`src/rtl/systolic_pkg.sv`:
```
// systolic_pkg: shared controller state encoding and PE timing constants.
package systolic_pkg;

  typedef enum logic [2:0] {
    IDLE    = 3'd0,
    LOAD_W  = 3'd1,
    COMPUTE = 3'd2,
    DRAIN   = 3'd3,
    DONE    = 3'd4
  } ctrl_state_t;

  // Every PE operation is a strobe cycle followed by an execute cycle.
  localparam int PE_STEP_CYCLES = 2;
  localparam int DATA_W         = 8;

endpackage

```
`src/rtl/skew_buffer.sv`:
```
// skew_buffer: triangular delay line feeding the array's left edge.
// Row i is delayed by i steps; row 0 passes straight through.
module skew_buffer #(
  parameter int N      = 2,
  parameter int DATA_W = 8
) (
  input  logic                       clk,
  input  logic                       reset_n,
  input  logic                       shift_en,
  input  logic [N-1:0][DATA_W-1:0]   din,
  output logic [N-1:0][DATA_W-1:0]   dout
);

  assign dout[0] = din[0];

  for (genvar i = 1; i < N; i++) begin : g_row
    logic [i-1:0][DATA_W-1:0] sr;

    // Advance this row's delay line once per step boundary.
    always_ff @(posedge clk or negedge reset_n) begin
      if (!reset_n) begin
        sr <= '0;
      end else if (shift_en) begin
        sr[0] <= din[i];
        for (int k = 1; k < i; k++) sr[k] <= sr[k-1];
      end
    end

    assign dout[i] = sr[i-1];
  end

endmodule

```
`src/rtl/systolic_array_controller.sv`:
```
// systolic_array_controller: sequences weight load, skewed activation
// streaming and drain for an N x N weight-stationary array.
// Optional macro SYSTOLIC_CTRL_WEIGHT_REUSE_EN adds reuse_weights, which lets
// a job skip the weight load once any job has completed since reset.
module systolic_array_controller
  import systolic_pkg::*;
#(
  parameter  int N        = 2,
  parameter  int MAX_VECS = 16,
  parameter  int AW       = $clog2(MAX_VECS),
  localparam int WAW      = (N > 1) ? $clog2(N) : 1,
  localparam int RW       = $clog2(N) + 1,
  localparam int SW       = AW + $clog2(2*N) + 1
) (
  input  logic                  clk,
  input  logic                  reset_n,
  input  logic                  start,
  input  logic [AW:0]           num_vecs,
`ifdef SYSTOLIC_CTRL_WEIGHT_REUSE_EN
  input  logic                  reuse_weights,
`endif
  output logic                  busy,
  output logic                  done,
  output logic [WAW-1:0]        w_addr,
  output logic                  w_rd,
  input  logic [N*DATA_W-1:0]   w_rdata,
  output logic [AW-1:0]         a_addr,
  output logic                  a_rd,
  input  logic [N*DATA_W-1:0]   a_rdata,
  output logic [N-1:0]          pe_load_weight,
  output logic [N*DATA_W-1:0]   pe_weight,
  output logic                  pe_valid,
  output logic [N*DATA_W-1:0]   pe_a_in,
  output logic [N-1:0]          out_valid
);

  ctrl_state_t              state, nxt;
  logic [1:0]               cyc;       // cycle within a row (LOAD_W) or step phase (bit 0)
  logic [RW-1:0]            row;
  logic [SW-1:0]            step;
  logic [AW:0]              nvec;
  logic [AW:0]              nvec_in;
  logic [N*DATA_W-1:0]      w_hold;
  logic [N-1:0][DATA_W-1:0] a_reg;
  logic [N-1:0][DATA_W-1:0] skew_out;
  logic [N-1:0]             ov_hit, exec_mask;
  logic                     reuse_ok;
  logic                     streaming;

  assign nvec_in   = (num_vecs > (AW+1)'(MAX_VECS)) ? (AW+1)'(MAX_VECS) : num_vecs;
  assign streaming = (state == COMPUTE) || (state == DRAIN);

`ifdef SYSTOLIC_CTRL_WEIGHT_REUSE_EN
  logic have_w;
  assign reuse_ok = reuse_weights && have_w;

  // Remember that the array holds weights from a completed job.
  always_ff @(posedge clk or negedge reset_n) begin
    if (!reset_n)           have_w <= 1'b0;
    else if (state == DONE) have_w <= 1'b1;
  end
`else
  assign reuse_ok = 1'b0;
`endif

  // Next state and per-cycle strobes.
  always_comb begin
    nxt            = state;
    busy           = 1'b0;
    done           = 1'b0;
    w_rd           = 1'b0;
    a_rd           = 1'b0;
    pe_valid       = 1'b0;
    pe_load_weight = '0;
    unique case (state)
      IDLE: begin
        if (start) begin
          if (!reuse_ok)          nxt = LOAD_W;
          else if (nvec_in == '0) nxt = DONE;
          else                    nxt = COMPUTE;
        end
      end
      LOAD_W: begin
        busy = 1'b1;
        w_rd = (cyc == 2'd0);
        if (cyc == 2'd1) pe_load_weight[row[WAW-1:0]] = 1'b1;
        if (cyc == 2'd3 && row == RW'(N-1)) nxt = (nvec == '0) ? DONE : COMPUTE;
      end
      COMPUTE: begin
        busy     = 1'b1;
        a_rd     = !cyc[0];
        pe_valid = cyc[0];
        if (cyc[0] && step == SW'(nvec) - SW'(1)) nxt = DRAIN;
      end
      DRAIN: begin
        busy     = 1'b1;
        pe_valid = cyc[0];
        if (cyc[0] && step == SW'(nvec) + SW'(2*N-2)) nxt = DONE;
      end
      DONE: begin
        done = 1'b1;
        nxt  = IDLE;
      end
      default: nxt = IDLE;
    endcase
  end

  // Column j's bottom PE finishes vector (step - (N-1) - j) on this step.
  always_comb begin
    ov_hit = '0;
    for (int j = 0; j < N; j++)
      ov_hit[j] = (step >= SW'(N-1+j)) && (step < SW'(N-1+j) + SW'(nvec));
  end

  // State, counters and data holding registers.
  always_ff @(posedge clk or negedge reset_n) begin
    if (!reset_n) begin
      state     <= IDLE;
      cyc       <= '0;
      row       <= '0;
      step      <= '0;
      nvec      <= '0;
      w_hold    <= '0;
      a_reg     <= '0;
      exec_mask <= '0;
      out_valid <= '0;
    end else begin
      state     <= nxt;
      // Result is in the bottom PE one cycle after the execute cycle.
      exec_mask <= pe_valid ? ov_hit : '0;
      out_valid <= exec_mask;
      unique case (state)
        IDLE: begin
          cyc  <= '0;
          row  <= '0;
          step <= '0;
          if (start) nvec <= nvec_in;
        end
        LOAD_W: begin
          cyc <= cyc + 2'd1;
          if (cyc == 2'd1) w_hold <= w_rdata;
          if (cyc == 2'd3) row <= row + RW'(1);
        end
        COMPUTE, DRAIN: begin
          cyc <= {1'b0, ~cyc[0]};
          if (cyc[0]) begin
            step  <= step + SW'(1);
            a_reg <= (state == COMPUTE) ? a_rdata : '0;
          end
        end
        default: begin
          cyc  <= '0;
          row  <= '0;
          step <= '0;
        end
      endcase
    end
  end

  // Fetched row is presented on the read-data cycle and then held for the step.
  assign pe_weight = (state == LOAD_W && cyc == 2'd1) ? w_rdata : w_hold;
  assign w_addr    = (state == LOAD_W)  ? row[WAW-1:0] : '0;
  assign a_addr    = (state == COMPUTE) ? step[AW-1:0] : '0;

  skew_buffer #(.N(N), .DATA_W(DATA_W)) u_skew (
    .clk      (clk),
    .reset_n  (reset_n),
    .shift_en (streaming && cyc[0]),
    .din      (a_reg),
    .dout     (skew_out)
  );

  assign pe_a_in = skew_out;

endmodule

```
`config.mk`:
```
export PLATFORM = sky130hd
export DESIGN_NAME = systolic_array_controller
export DESIGN_NICKNAME = d
export VERILOG_FILES = /design/src/rtl/systolic_pkg.sv /design/src/rtl/skew_buffer.sv /design/src/rtl/systolic_array_controller.sv
export SDC_FILE = /design/constraint.sdc
export NUM_CORES = 1
export LEC_CHECK = 0
export CAP_MARGIN = 20
export CORE_UTILIZATION = 44
export CTS_CLUSTER_SIZE = 30
export DETAILED_ROUTE_END_ITERATION = 7
export PLACE_DENSITY = 0.76
export SYNTH_ARGS = -nofsm -noshare
export SYNTH_HDL_FRONTEND = slang
export SYNTH_SLANG_ARGS = --single-unit
```
`constraint.sdc`:
```
create_clock -name clk -period 1.9 [get_ports clk]
set_input_delay 0.38 -clock clk [delete_from_list [all_inputs] [get_ports clk]]
set_output_delay 0.38 -clock clk [all_outputs]
set_load 0.01 [all_outputs]
```
# Word-level counts from Yosys, hierarchy flattened

Index checks and enable logic that the tools add are counted.

Flip-flop bits (word level): 63
Input port bits: 40
Output and inout port bits: 46

$add $sub $neg: 6
$lt $le $gt $ge: 7
Eq/ne operators: 15
Mux-type cells: 26
Bitwise logic cells: 3
Reduce and logical (&&, ||, !) cells: 21

Operator list:

| operator                                                              | count |
|---|---|
| 16-bit two-way mux                                                    | 2 |
| 3-bit two-way mux                                                     | 5 |
| 7-bit == test                                                         | 2 |
| 7-bit by 6-bit less-than comparator with 1-bit output                 | 2 |
| 7-bit case mux with 2 select lines                                    | 1 |
| 3-bit case mux with 4 select lines                                    | 1 |
| 2-bit AND reduction                                                   | 5 |
| 1-bit logical AND                                                     | 8 |
| 2-bit two-way mux                                                     | 4 |
| 2-bit case mux with 2 select lines                                    | 2 |
| 7-bit by 1-bit adder with 7-bit output, second input constant         | 1 |
| 7-bit by 1-bit >= comparator with 1-bit output, second input constant | 1 |
| 7-bit by 2-bit >= comparator with 1-bit output, second input constant | 1 |
| 1-bit two-way mux                                                     | 7 |
| 7-bit two-way mux                                                     | 1 |
| 1-bit by 5-bit adder with 6-bit output, first input constant          | 1 |
| 2-bit by 5-bit adder with 6-bit output, first input constant          | 1 |
| 3-bit by 2-bit == test with 1-bit output, second input constant       | 2 |
| 2-bit by 1-bit != test with 1-bit output, second input constant       | 3 |
| 2-bit != test, second input constant                                  | 3 |
| 5-bit by 1-bit subtractor with 6-bit output, second input constant    | 1 |
| 5-bit > comparator, second input constant                             | 1 |
| 5-bit zero test                                                       | 1 |
| 5-bit two-way mux                                                     | 1 |
| other kinds (17)                                                      | 21 |

# Depth between registers and ports, before layout

Gate-level depths: netlist (run 1).

Depth in word-level cells: 6
Gate-level depth with buffers: 10
Depth with buffers taken out: 9

# Hierarchy

A second synthesis (run 1) with hierarchy kept.

Cells, all modules: 294
Area total of the unflattened synthesis: 3,290.7 sq um

Modules (own cells, without submodules):

| module                    | instances | cells each | area each (sq um) | sequential area each (sq um) |
|---|---|---|---|---|
| systolic_array_controller | 1         | 269        | 2,899.0           | 1,376.3 |
| skew_buffer               | 1         | 25         | 391.6             | 200.2 |

# Least setup slack after synthesis (run 1)

OpenSTA, ideal clock, no wires.

Kind: register -> register
From: register nvec[3]
To: register state[0]
Arrival time: 1.947 ns
Slack: -0.176 ns
Cell stages (with the launch flop): 10
Path buffers: 1
Clock period less this slack: 2.076 ns
Cell sequence: dfrtp_1 > buf_1 > nand3_1 > xor2_1 > ha_1 > nand4b_1 > nor4_1 > nand2_1 > a21boi_0 > o21ai_0

Longest elaborated chain between the ends: 5

Ends and longest elaborated chain:

| what                                                                                                  | line                                                             | RTL |
|---|---|---|
| from (decl)                                                                                           | systolic_array_controller.sv:41                                  | `logic [AW:0] nvec;` |
| from (signal assigned)                                                                                | systolic_array_controller.sv:137                                 | `if (start) nvec <= nvec_in;` |
| 2-bit by 5-bit adder with 6-bit output or 5-bit by 1-bit subtractor with 6-bit output (tied branches) | systolic_array_controller.sv:98, systolic_array_controller.sv:93 |  |
| 7-bit == test, on equally long branches                                                               | systolic_array_controller.sv:98, systolic_array_controller.sv:93 |  |
| 1-bit logical AND, on equally long branches                                                           | systolic_array_controller.sv:98, systolic_array_controller.sv:93 |  |
| 2-bit by 1-bit != test with 1-bit output (no source line)                                             | --                                                               |  |
| 4-bit AND reduction (no source line) *                                                                | --                                                               |  |
| to (signal assigned)                                                                                  | systolic_array_controller.sv:128                                 | `state <= nxt;` |
| to (decl)                                                                                             | systolic_array_controller.sv:37                                  | `ctrl_state_t state, nxt;` |

Every way passes the cells marked *; elsewhere a longest branch is shown, timed or not.
A chain may end at the register's enable or synchronous reset.

# Final worst setup path (run 1)

From: register state[2]
To: output pe_weight[0]

Longest elaborated chain between the ends: 3

Ends and longest elaborated chain:

| what                                     | line                             | RTL |
|---|---|---|
| 3-bit by 1-bit == test with 1-bit output | systolic_array_controller.sv:161 | `assign pe_weight = (state == LOAD_W && cyc == 2'd1) ? w_rdata : w_hold;` |
| 1-bit logical AND                        | systolic_array_controller.sv:161 |  |
| 16-bit two-way mux                       | systolic_array_controller.sv:161 |  |
| to (decl)                                | systolic_array_controller.sv:31  | `output logic [N*DATA_W-1:0] pe_weight,` |

Every way passes these cells.

==> results_dict.tcl, run 1 <==
set metrics [dict create \
    final_hold_viol_count 0 \
    maxSlewHeadroom_pct 66.7 \
    io_pins 86 \
    grt_pass1_vias 2851 \
    avgSynthCellArea_um2 10.6 \
    firstDrtPassIters 4 \
    fillerInstances 524 \
    fin_skew_ps 4.87 \
    path_clk_slew_ps 70 \
    synth_edf_count 0 \
    synthTopCellsByArea "dfrtp_1, ha_1, mux2_2, nand2_1, a22o_1" \
    synth.most_common_cell "dfrtp_1" \
    period_minus_slack_ps 2120 \
    period_share_pct 111 \
    dieArea_um2 7820 \
    crit_arrival_ps 1740 \
    start_kind "flop" \
    grt_pass1_wl_um 14400 \
    vias 2865 \
    syn_nets 373 \
    synth.top_cells.by_count "dfrtp_1, nand2_1, ha_1" \
    grt.total_usage_pct 24.6 \
    cts_made_buffers 9 \
    initial_core_util_pct 45.3 \
    violations "setup timing" \
    area_growth_pct 58.5 \
    place_inst 508 \
    die_y_um 88.4 \
    syn-instance-count 310 \
    detailed_place_hpwl_um 5400 \
    drv_slew 0 \
    rsz0062_at_grt "yes" \
    cts_sinks 63 \
    synth_fa_ha_area_share_pct 8.75 \
    cp-end-kind "output pin" \
    finalSetupViolations 25 \
    fin_nets 518 \
    drive_gt1_share_pct 37.6 \
    cts_root_buf "clkbuf_8" \
    whs_ps 53.4 \
    synth-seq-cells 63 \
    ir_drop_mv 0.866 \
    seq_area_frac_synth_pct 47.9 \
    async_flop_share_pct 100 \
    gp_congestion 0.773 \
    cp.required_ps 1520 \
    tightest_slew_ps 499 \
    ant_nets 0 \
    timing.hold.worst.class "in -> async" \
    wl_um 9240 \
    port_buffers 85 \
    cap_violations 0 \
    synth.area.mux_share_pct 6.77 \
    crit_type "reg -> out" \
    status "complete, but fails checks" \
    synthSimpleGateAreaFrac_pct 16.0 \
    clk_path_buf_depth 2 \
    setup_ws_ps -216 \
    holdBufCountCts 0 \
    multi_input_area_um2 1780 \
    netlist.area_leader.share_pct 47.9 \
    cts_tree "yes" \
    drc_errors 0 \
    synth_top_area_cell "dfrtp_1" \
    total_power_uw 8650 \
    worstSkewPairLatency_ps 330 \
    grt_overflow 0 \
    synth_compound_area_share_pct 11.5 \
    powerDensity_nw_per_um2 1660 \
    coreArea_um2 7250 \
    die_w_um 88.4 \
    p_leak_uw 0.00242 \
    fp-row-count 31 \
    grt_max_degree 40 \
    ys_types 49 \
    antenna_found_initial 0 \
    synth_area_um2 3290 \
    path_max_fanout 9 \
    drtIter0Drc 103 \
    yosys_most_used_dff "dfrtp_1" \
    antennaDiodeCount 0 \
    fmax_mhz 473 \
    synth_xor_area_share_pct 3.20 \
    layout.cells.non_filler 559 \
    synth_warnings 0 \
    wl_per_cell_um 16.5 \
    htreeDepth 3 \
    synth_top_family_by_area "simple AND/OR/NAND/NOR gates" \
    routed_via_density 5.13 \
    seq_area_um2 1580 \
]
==> area by class of cell <==
cell class | instances | area share, %
Multi-Input combinational cell | 212 | 34.2
Sequential cell | 63 | 30.3
Timing Repair Buffer | 156 | 27.9
Clock buffer | 11 | 2.71
Tap cell | 99 | 2.38
Clock inverter | 5 | 1.56
Inverter | 13 | 0.984
==> layer usage <==
| layer | track usage (%) | routed length [um] | share of wire (%) | vias to the layer above |
|---|---|---|---|---|
| li1 | - | - | - | 1346 |
| met1 | 30.0 | 3900 | 42 | 1405 |
| met2 | 43.1 | 4600 | 50 | 97 |
| met3 | 5.22 | 531 | 5.7 | 17 |
| met4 | 8.36 | 207 | 2.2 | 0 |
| met5 | 0 | 0 | 0 | - |
==> cells by family after synthesis <==
family,count (synthesis)
flops,63
compound gates,50
mux,20
xor+xnor,12
fa+ha+maj,23
buf+inv,35
simple gates,107
==> where the power goes <==
group	internal [uW]	leakage [uW]	switching (uW)	total, uW
clock	775	0.000110	514	1290
combinational	2870	0.00150	2240	5120
sequential	1910	0.000814	339	2250
total	5550	0.00242	3100	8650
==> cell usage in the layout (no fill, tap or decap), types with 10 or more instances in the layout <==
cell type / instances
nand2_1: 41
mux2_4: 16
a22o_1: 16
buf_4: 58
buf_6: 26
o21ai_0: 10
buf_2: 11
ha_1: 15
dfrtp_1: 61
clkdlybuf4s50_1: 56
clkbuf_8: 10
nor2_1: 14
==> path summary, 6_finish.rpt <==
check / from / end / slack, ps / cells past startpoint
setup / recovery: state[2] / pe_weight[0] / -220 / 6
hold / removal: reset_n / w_hold[1] / 50 / 2
setup reg to reg: nvec[2] / state[1] / -190 / 10
hold reg to reg: exec_mask[0] / out_valid[0] / 360 / 0
max in group asynchronous: reset_n / nvec[2] / 1400 / 2
min in group clk: exec_mask[0] / out_valid[0] / 360 / 0
==> worst max-delay path, stage by stage (launching register included) <==
cell and delay (ps):
dfrtp_1 390, nand2b_4 160, nor2_4 80, and2_4 180, buf_12 140, mux2_4 320, buf_6 130
==> per-stage QoR <==
step	setup WS, ps	util [%]	area (um^2)	TNS (ps)
floorplan	-13.6	-	3300	-123
global placement	-311	60.7	4400	-5240
detailed placement	-350	60.7	4400	-6000
CTS	-286	70.0	5080	-4430
global route	-274	71.8	5210	-5510
finish	-216	71.8	5210	-3800
==> timing repair <==
| item | in CTS | in global routing |
|---|---|---|
| gates resized for setup | 183 | 22 |
| pin swaps | 15 | 10 |
| endpoints found under the setup margin | 33 | 35 |
| buffers inserted | 27 | 10 |
| gates cloned | 2 | 0 |
(Power assumes the default switching activity.)
==> run 2, diff against run 1 <==
Settings changed: SLEW_MARGIN set to 10.
==> results of run 2 <==
No change in the layout: final DEF, timing and power equal those of run 1.
==> run 3, diff against run 2 <==
Settings changed: SETUP_SLACK_MARGIN set to 0.02.
==> results_dict.tcl, run 3 (synthesized netlist as in run 1, its figures left out) <==
set metrics [dict create \
    violations "setup timing" \
    initial_core_util_pct 45.3 \
    antenna_found_initial 0 \
    port_buffers 85 \
    period_share_pct 116 \
    clkPwrFrac_pct 13.7 \
    start_kind "flop" \
    clk_path_buf_depth 2 \
    htreeDepth 3 \
    layout_common_cells "dfrtp_1, clkdlybuf4s50_1, buf_4" \
    vias 2867 \
    setup_tns_ps -5930 \
    cp_num_buf_inv 3 \
    fin_nets 520 \
    firstDrtPassIters 4 \
    timing.hold.worst.class "reg -> reg" \
    path_delay_family "simple AND/OR/NAND/NOR gates" \
    final_core_util_pct 71.5 \
    final_hold_viol_count 0 \
    cts_root_buf "clkbuf_8" \
    intPower_uw 5440 \
    ant_nets 0 \
    fp-row-count 31 \
    tightest_slew_ps 381 \
    antennaDiodeCount 0 \
    die_w_um 88.4 \
    die_y_um 88.4 \
    critPathSlowestCell "dfrtp_1" \
    area_growth_pct 57.7 \
    p_comb_share_pct 60.2 \
    path_max_fanout 4 \
    finalSetupViolations 32 \
    drive_gt1_share_pct 37.0 \
    path_clk_slew_ps 80 \
    layout.cells.non_filler 561 \
    cts_made_buffers 9 \
    fmax_mhz 453 \
    coreArea_um2 7250 \
    ir_drop_mv 0.711 \
    p_switching_uw 3170 \
    drv_slew 0 \
    cap_violations 0 \
    place_inst 513 \
    cp_common_cell "buf_6" \
    maxSlewHeadroom_pct 74.6 \
    cts_sinks 63 \
    io_pins 86 \
    worstSkewPairLatency_ps 350 \
    pwr-share-seq_pct 26.1 \
    final_common_cell "dfrtp_1" \
    drtIter0Drc 148 \
    cp.required_ps 1520 \
    swShare_pct 36.8 \
    grt_pass1_wl_um 14500 \
    critical_path.max_stage_delay_ps 390 \
    cp_cell_sequence "nand2b_4 > nor2_4 > and2_4 > buf_6 > buf_16 > mux2_4 > buf_6" \
    crit_type "reg -> out" \
    crit_arrival_ps 1830 \
    cts_tree "yes" \
    detailed_place_hpwl_um 5830 \
    dieArea_um2 7820 \
    rsz0062_at_grt "yes" \
    cp-end-kind "output pin" \
    grt_pass1_vias 2906 \
    fin_skew_ps 7.04 \
    drc_errors 0 \
    gp_congestion 0.792 \
    grt_overflow 0 \
    powerDensity_nw_per_um2 1660 \
    status "complete, but fails checks" \
    p_leak_uw 0.00243 \
    grt_max_degree 28 \
    grt.total_usage_pct 24.7 \
    setup_ws_ps -310 \
    wl_per_cell_um 16.7 \
    total_power_uw 8600 \
    routed_via_density 5.11 \
    wl_um 9360 \
    period_minus_slack_ps 2210 \
]
-- run 3: cell types whose count changed in the layout (fill, tap and decap cells not counted), sizes merged --
| cell | delta |
|---|---|
| buf | -1 |
| inv | +1 |
| clkinv | +1 |
| dlygate4sd3 | +1 |
| bufinv | -1 |
| clkinvlp | +1 |
-- run 3: timing repair --
item | CTS | global route
buffers inserted | 23 | 11
hold endpoints to repair | 15 | 0
resized for setup | 169 | 32
pin swaps | 18 | 21
cloned | 3 | 0
setup endpoints to repair | 33 | 48
hold buffers | 1 | 0
-- run 3: final timing paths --
| kind | slack (ps) | depth (start not counted) | to | from |
|---|---|---|---|---|
| min in group asynchronous | 470 | 2 | w_hold[13] | reset_n |
| max in group asynchronous | 750 | 3 | nvec[3] | reset_n |
| worst max register to register | -100 | 11 | exec_mask[1] | state[2] |
| worst min register to register | 350 | 0 | out_valid[1] | exec_mask[1] |
| worst max-delay path | -310 | 7 | pe_weight[8] | state[2] |
| worst min-delay path | 350 | 0 | out_valid[1] | exec_mask[1] |
-- run 3: cell type report --
cell class / instances / area (um^2)
fillers: 495 / 2070
multi-input cells: 212 / 1750
flip-flops and latches: 63 / 1580
repair buffers: 158 / 1480
clock buffers: 9 / 124
well taps: 99 / 124
clock inverters: 7 / 72.6
inverters: 13 / 56.3
-- run 3: worst register-to-register path, cell delays in order (launching register included) --
cell	delay (ps)
dfrtp_1	390
buf_4	140
buf_6	110
nand2b_4	130
buf_6	130
or2_4	270
buf_6	130
buf_12	120
buf_6	120
a2111oi_4	170
o21ai_1	100
nor2_1	110
-- run 3: stage by stage --
stage / hold WS [ps] / instance area (um^2) / setup slack, ps
after floorplan: 84.4 / 3340 / 2.49
after global placement: 310 / 4480 / -262
after detailed placement: 313 / 4480 / -327
after CTS: 353 / 5100 / -315
after global routing: 367 / 5180 / -368
final: 351 / 5180 / -310
-- run 3: per-layer routing --
metal	vias to the layer above	global-route usage (%)	part of all wire (%)	wire, um
li1	1348	-	-	-
met1	1418	30.0	41	3880
met2	87	43.7	51	4800
met3	14	5.60	5.7	535
met4	0	7.77	1.5	143
met5	-	0	0	0
-- run 3: power by group through the flow --
stage	combinational (uW)	sequential [uW]	clock, uW
3_3_place_gp	3900	2200	0
5_1_grt	5550	2300	1250
3_5_place_dp	4010	2220	0
2_1_floorplan	2300	2210	0
6_report	5180	2240	1180
4_1_cts	4910	2220	1190
